**src/rtl/instr_decode_seq.sv**
```systemverilog
// Sequencing decoder for the 9-bit basic processor ISA.
// Issues one-shot ALU/regfile/memory strobes and counts retired instructions.
module instr_decode_seq #(
  parameter int IW = 9,
  parameter int DW = 8,
  parameter int CW = 16
) (
  input  logic          Clk,
  input  logic          Reset_n,
  input  logic          Start,
  input  logic [IW-1:0] InstrIn,
  input  logic          InstrValid,
  output logic          InstrReady,
  input  logic          AccNZ,
  input  logic          MemAck,
  output logic [3:0]    AluOp,
  output logic [3:0]    RegAddr,
  output logic [DW-1:0] Imm,
  output logic          ImmSel,
  output logic          RegWrite,
  output logic          MemReq,
  output logic          MemWrite,
  output logic          BranchTaken,
  output logic          Illegal,
  output logic          Done,
  output logic [CW-1:0] RetireCnt
);

  localparam int OW = IW - 4;

  localparam logic [3:0] K_LSH  = 4'd0;
  localparam logic [3:0] K_RSH  = 4'd1;
  localparam logic [3:0] K_AND  = 4'd2;
  localparam logic [3:0] K_OR   = 4'd3;
  localparam logic [3:0] K_LDI  = 4'd4;
  localparam logic [3:0] K_LDR  = 4'd5;
  localparam logic [3:0] K_STR  = 4'd6;
  localparam logic [3:0] K_BNZ  = 4'd7;
  localparam logic [3:0] K_GEQ  = 4'd8;
  localparam logic [3:0] K_EQ   = 4'd9;
  localparam logic [3:0] K_NEG  = 4'd10;
  localparam logic [3:0] K_ADD  = 4'd11;
  localparam logic [3:0] K_ADDI = 4'd12;
  localparam logic [3:0] K_NEQ  = 4'd13;

  typedef enum logic [2:0] {
    S_IDLE,
    S_DEC,
    S_EXE,
    S_MEM,
    S_WB,
    S_HALT
  } state_t;

  state_t           r_state;
  state_t           w_next;
  logic [3:0]       r_aluop;
  logic [3:0]       r_regaddr;
  logic [DW-1:0]    r_imm;
  logic             r_illegal;
  logic [CW-1:0]    r_cnt;

  logic [3:0]       w_op;
  logic [OW-1:0]    w_opnd;
  logic             w_accept;
  logic             w_halt;
  logic             w_bad;
  logic             w_mem;
  logic             w_legal;
  logic             w_retire;
  logic [DW-1:0]    w_imm;

  assign w_op     = InstrIn[IW-1:IW-4];
  assign w_opnd   = InstrIn[OW-1:0];
  assign w_accept = (r_state == S_DEC) && InstrValid;
  assign w_halt   = &InstrIn;
  assign w_bad    = (w_op[3:1] == 3'b111) && !w_halt;
  assign w_mem    = (w_op == K_LDR) || (w_op == K_STR);
  assign w_legal  = (r_aluop[3:1] != 3'b111);

  // Immediate extension chosen by the incoming opcode
  always_comb begin
    w_imm = '0;
    unique case (1'b1)
      (w_op == K_LDI):
        w_imm = {{(DW-OW){1'b0}}, w_opnd};
      (w_op == K_ADDI),
      (w_op == K_BNZ):
        w_imm = {{(DW-OW){w_opnd[OW-1]}}, w_opnd};
      default: w_imm = '0;
    endcase
  end

  // Next-state selection
  always_comb begin
    w_next = r_state;
    case (r_state)
      S_IDLE: if (Start) w_next = S_DEC;
      S_DEC: begin
        if (w_accept) begin
          if (w_halt)     w_next = S_HALT;
          else if (w_mem) w_next = S_MEM;
          else            w_next = S_EXE;
        end
      end
      S_EXE: w_next = S_DEC;
      S_MEM: begin
        if (MemAck)
          w_next = (r_aluop == K_STR) ? S_DEC : S_WB;
      end
      S_WB:   w_next = S_DEC;
      S_HALT: if (Start) w_next = S_DEC;
      default: w_next = S_IDLE;
    endcase
  end

  // Strobes are decoded from the state register and latched word
  always_comb begin
    InstrReady  = 1'b0;
    Done        = 1'b0;
    RegWrite    = 1'b0;
    ImmSel      = 1'b0;
    BranchTaken = 1'b0;
    MemReq      = 1'b0;
    MemWrite    = 1'b0;
    case (r_state)
      S_DEC:  InstrReady = 1'b1;
      S_HALT: Done = 1'b1;
      S_EXE: begin
        RegWrite    = w_legal && (r_aluop != K_BNZ);
        ImmSel      = (r_aluop == K_LDI) ||
                      (r_aluop == K_ADDI) ||
                      (r_aluop == K_BNZ);
        BranchTaken = (r_aluop == K_BNZ) && AccNZ;
      end
      S_MEM: begin
        MemReq   = 1'b1;
        MemWrite = (r_aluop == K_STR);
      end
      S_WB: RegWrite = 1'b1;
      default: ;
    endcase
  end

  // Retirement points: EXE/WB exit, STR completion, HALT entry
  assign w_retire = ((r_state == S_EXE) && w_legal) ||
                    (r_state == S_WB) ||
                    ((r_state == S_MEM) && MemAck &&
                     (r_aluop == K_STR)) ||
                    (w_accept && w_halt);

  // State, latched fields, sticky flag and counter
  always_ff @(posedge Clk) begin
    if (!Reset_n) begin
      r_state   <= S_IDLE;
      r_aluop   <= '0;
      r_regaddr <= '0;
      r_imm     <= '0;
      r_illegal <= 1'b0;
      r_cnt     <= '0;
    end else begin
      r_state <= w_next;
      if (w_accept) begin
        r_aluop   <= w_op;
        r_regaddr <= w_opnd[3:0];
        r_imm     <= w_imm;
        if (w_bad) r_illegal <= 1'b1;
      end
      if (w_retire) r_cnt <= r_cnt + 1'b1;
    end
  end

  assign AluOp     = r_aluop;
  assign RegAddr   = r_regaddr;
  assign Imm       = r_imm;
  assign Illegal   = r_illegal;
  assign RetireCnt = r_cnt;

endmodule

```
**config.mk**
```make
export PLATFORM = sky130hd
export DESIGN_NAME = instr_decode_seq
export DESIGN_NICKNAME = d
export VERILOG_FILES = /design/src/rtl/instr_decode_seq.sv
export SDC_FILE = /design/constraint.sdc
export NUM_CORES = 1
export LEC_CHECK = 0
export CORE_ASPECT_RATIO = 1.1
export CORE_MARGIN = 8
export CORE_UTILIZATION = 50
export CTS_CLUSTER_SIZE = 10
export DETAILED_ROUTE_END_ITERATION = 8
export PLACE_DENSITY = 0.85
export SYNTH_ARGS = -nofsm -noshare
export SYNTH_HDL_FRONTEND = slang
export SYNTH_SLANG_ARGS = --single-unit
```
**constraint.sdc**
```tcl
create_clock -name Clk -period 3.2 [get_ports Clk]
set_clock_uncertainty 0.15 [all_clocks]
set_input_delay 0.64 -clock Clk [delete_from_list [all_inputs] [get_ports Clk]]
set_output_delay 0.64 -clock Clk [all_outputs]
set_load 0.05 [all_outputs]
```
======== Word level (Yosys, flattened, before mapping) ========
Index checks and enable logic that the tools add are counted.
operators by class
  reduce and logical (&&, ||, !) cells .... 22
  add/sub/neg operators ................... 1
  equal/unequal tests ..................... 20
  muxes and demuxes ....................... 15
operator list
  cell                                                             count
  4-bit by 3-bit == test with 1-bit output, second input constant  7
  16-bit by 1-bit adder with 16-bit output, second input constant  1
  8-bit case mux with 2 select lines                               1
  3-bit two-way mux                                                5
  3-bit case mux with 4 select lines                               1
  3-bit == test, second input constant                             3
  9-bit AND reduction                                              1
  4-bit == test, second input constant                             2
  1-bit logical AND                                                8
  1-bit two-way mux                                                7
  3-bit by 2-bit == test with 1-bit output, second input constant  2
  1-bit logical OR                                                 6
  2-bit OR reduction                                               3
  2-bit != test, second input constant                             2
  4-bit by 3-bit != test with 1-bit output, second input constant  1
  3-bit by 1-bit == test with 1-bit output, second input constant  1
  3-bit logical NOT                                                1
  3-bit != test, second input constant                             1
  3-bit AND reduction                                              1
  2-bit by 1-bit != test with 1-bit output, second input constant  1
  1-bit case mux with 2 select lines                               1
  2-bit AND reduction                                              1
  1-bit logical NOT                                                1
word-level totals
  word-level logic and storage cells ...... 64
  input port bits ......................... 15
  output and inout bits ................... 40
  register bits ........................... 36

======== Logic depth before layout (Yosys ltp) ========
  word-level depth ........................ 6
  mapped depth ............................ 8
  mapped depth without buffers ............ 5

======== Least setup slack after synthesis ========
Ideal clock, no wire load.
  path kind ............................... reg2out
  start ................................... reg r_aluop[1], in the netlist AluOp[1]
  end ..................................... out MemWrite
  arrival time ............................ 1.670 ns
  stages on the path, launching flop included .. 4
  slack ................................... 0.740 ns
  cell sequence ........................... dfxtp_1 -> and2_1 -> nand2_1 -> nor2_1
on the way
  longest elaborated chain between the ends .. 2
ends and longest elaborated chain
  item                                      line  text
  start: declaration                        57    logic [3:0] r_aluop;
  start signal: assignment                  164   r_aluop <= w_op;
  4-bit by 3-bit == test with 1-bit output  138   MemWrite = (r_aluop == K_STR);
  1-bit two-way mux                         126   case (r_state)
  end: declaration                          22    output logic MemWrite,
Every way passes these cells.

======== Final worst setup path ========
  start ................................... reg r_state[1]
  end ..................................... out MemWrite
on the way
  longest elaborated chain between the ends .. 2
ends and longest elaborated chain
  item                                      line  text
  start: declaration                        55    state_t r_state;
  start signal: assignment                  162   r_state <= w_next;
  3-bit by 2-bit == test with 1-bit output  126
  1-bit two-way mux                         126
Every way passes these cells.

==> results.py <==
metrics = {
    "status": {
        "status": "finished clean",
    },
    "critical_path": {
        "cp-end-kind": "output pin",
        "cp_cell_sequence": "nor2b_1 -> nand2_1 -> nor2_1 -> clkdlybuf4s50_1",
        "required_ns": 2.41,
        "cp_slowest_cell": "clkdlybuf4s50_1",
        "cp-start-kind": "register",
        "ff2ff_setup_slack_ns": 0.58,
        "cp_max_fo": 13,
        "worst_path_largest_cell_delay_ns": 0.82,
        "crit_arrival_ns": 2.30,
        "crit_type": "reg -> out",
    },
    "final_layout": {
        "final_nets": 286,
        "register_area_sq_um": 681,
        "fillCellCount": 284,
        "areaGrowthSynthToFinish_pct": 35.9,
        "drive_gt1_share_pct": 7.38,
        "multiInputGateArea_sq_um": 981,
        "finish.instance_area_sq_um": 2390,
        "diodes": 0,
    },
    "clock_network": {
        "cts_buffer_depth": 2,
        "ctsResizeCount": 0,
        "clk_pin_slew_ns": 0.10,
        "clk_latency_ns": 0.33,
        "cts_tree": "built",
        "cts_num_sinks": 34,
        "hold_buffers": 0,
        "cts_buffers": 5,
        "clockRootBuffer": "clkbuf_4",
        "cts_setup_buffers": 0,
        "htree_levels": 2,
    },
    "place": {
        "io_buffer_count": 54,
        "place_congestion": 0.943,
        "hpwl_mm": 3.48,
        "placed_cell_area_sq_um": 2330,
    },
    "hold_path": {
        "hold_class": "reg -> reg",
    },
    "timing": {
        "setup-tns-final_ns": 0,
        "fmax_ghz": 0.323,
        "timing_max_transition_violations_final": 0,
        "rsz0062_at_grt": "false",
        "final_hold_viol_count": 0,
        "slew_headroom_pct": 25.5,
        "period_needed_ns": 3.09,
        "final-setup-viol-count": 0,
        "tightestPinTransition_ns": 1.11,
        "final.period_utilization_pct": 96.7,
    },
    "power": {
        "p_per_area_nw_per_um2": 350,
        "power.leakage_nw": 0.851,
        "p_switching_mw": 0.240,
        "clock_power_share_pct": 29.6,
        "peakVddDrop_v": 0.000301,
        "switching_share_pct": 28.7,
        "combPwrFrac_pct": 17.0,
        "p_int_mw": 0.595,
        "power_frac_seq_pct": 53.4,
    },
    "global_route": {
        "grt_max_degree": 24,
        "grt_pass1_vias": 1691,
        "antenna_found_initial": 0,
        "grtUsageTotal_pct": 17.0,
        "grt_pass1_wl_mm": 7.98,
        "overflow": 0,
    },
    "detailed_routing": {
        "drt-wirelength-per-cell_microns": 14.9,
        "route.detailed.drc": 0,
        "dr.pass1.iters": 4,
        "vias": 1788,
        "routed_via_density": 5.61,
        "totalWireLength_mm": 4.74,
        "drt-initial-drc-count": 204,
        "ant_nets": 0,
    },
    "synthesis": {
        "synth-warning-count": 0,
        "synth-edff-count": 0,
        "synth_top_area_share_pct": 38.7,
        "synthFlopType": "dfxtp_1",
        "synth_cells": 217,
        "ys_types": 45,
        "syn_area_sq_um": 1760,
        "seq_area_frac_synth_pct": 38.7,
        "avgSynthCellArea_sq_um": 8.10,
        "synth.largest_area_cell": "dfxtp_1",
        "synthArstFlopShare_pct": 0,
        "ys_seq_elements": 34,
        "syn-num-nets": 233,
        "yosys-top-cells-area": "dfxtp_1 39%, nand2_1 6.4%, a21oi_1 6.3%, o31ai_1 5.1%, nor2_1 4.9%",
    },
    "die": {
        "die_h_microns": 78.2,
        "io_pins": 55,
        "coreArea_sq_um": 3360,
        "die_x_microns": 72.5,
        "initial_utilization_pct": 52.3,
        "num_rows": 22,
        "dieArea_sq_um": 5670,
    },
    "job": {
        "cap_violations": 0,
    },
}
state kept, by name, indices dropped and copies added (netlist names):
| register | cells |
|---|---|
| AluOp | 4 |
| Illegal | 1 |
| Imm | 6 |
| RegAddr | 4 |
| RetireCnt | 16 |
| r_state | 3 |
critical path: cells and delay by family (launching register included):
kind	cells	cell delay [ns]
flip-flops	1	0.59
buffers and inverters	1	0.82
AND/OR/NAND/NOR	3	0.57
power by group through the flow:
stage               Combinational (mW)  Sequential [mW]  Clock (mW)
floorplan                       0.0678            0.472           0
global placement                 0.140            0.456           0
detailed placement               0.141            0.456           0
CTS                              0.142            0.446       0.254
global route                     0.153            0.449       0.264
finish                           0.142            0.446       0.247
synthesized netlist by cell type (2+ instances only):
cell type / n
nand4_1: 3
and3_1: 2
o22ai_1: 3
inv_1: 8
nand3_1: 6
or4_1: 11
o31ai_1: 12
nand2_1: 30
buf_4: 2
a22oi_1: 5
xor2_1: 6
o21ai_0: 5
dfxtp_1: 34
clkbuf_1: 8
nor3_2: 2
nand2b_1: 3
o211ai_1: 2
a21oi_1: 22
and4_1: 2
nor3_1: 2
nor2b_1: 3
nor2_1: 23
placed cells by master, fill, tap and decap left out, types with 2 or more instances in the layout:
master / n
clkbuf_4: 5
o21ai_0: 5
or4_1: 11
nand3_1: 6
buf_4: 6
o31ai_1: 12
clkdlybuf4s50_1: 53
o22ai_1: 3
nor3_2: 2
inv_1: 8
and4_1: 2
nor3_1: 2
a22oi_1: 5
nor2_1: 23
a21oi_1: 22
dfxtp_1: 34
nor2b_1: 3
nand2b_1: 3
nand4_1: 3
xor2_1: 6
o211ai_1: 2
nand2_1: 30
and3_1: 2
worst paths after layout:
path                                 start      endpoint  depth (start not counted)
worst min-delay path            RegAddr[2]    RegAddr[2]                          2
worst min register to register  RegAddr[2]    RegAddr[2]                          2
worst max register to register  r_state[2]  RetireCnt[1]                          6
worst max-delay path            r_state[1]      MemWrite                          4
logic make-up (layout without fill, tap and decap cells):
| logic type | Yosys count | count (layout) | synth area share (%) |
|---|---|---|---|
| xor+xnor | 6 | 6 | 2.99 |
| mux | 2 | 2 | 1.21 |
| fa+ha+maj | 1 | 1 | 0.712 |
| buf+inv | 21 | 75 | 5.41 |
| simple gates | 96 | 96 | 29.6 |
| compound gates | 57 | 57 | 21.3 |
| flops | 34 | 34 | 38.7 |
per-stage QoR:
step | std cells | hold slack [ns] | total power, mW | setup slack [ns] | util [%]
2_1_floorplan | 217 | 0.515 | 0.540 | 0.740 | -
3_3_place_gp | 311 | 0.294 | 0.596 | 0.227 | 69.3
6_report | 319 | 0.313 | 0.835 | 0.105 | 71.1
3_5_place_dp | 311 | 0.301 | 0.597 | 0.179 | 69.3
5_1_grt | 319 | 0.351 | 0.866 | 0.0187 | 71.1
4_1_cts | 319 | 0.318 | 0.842 | 0.116 | 71.1
routing by layer:
metal	global-route usage, %	part of all wire (%)
met5	0	0
met4	6.01	1.0
met3	4.96	6.0
met2	27.4	48
met1	21.0	45
final cells by class:
class                   instances  area share (%)
flip-flops and latches         34            28.5
well taps                      48            2.52
inverters                       8            1.26
multi-input cells             162            41.1
repair buffers                 59            24.1
clock inverters                 1           0.210
clock buffers                   7            2.31
(Power assumes the default switching activity.)
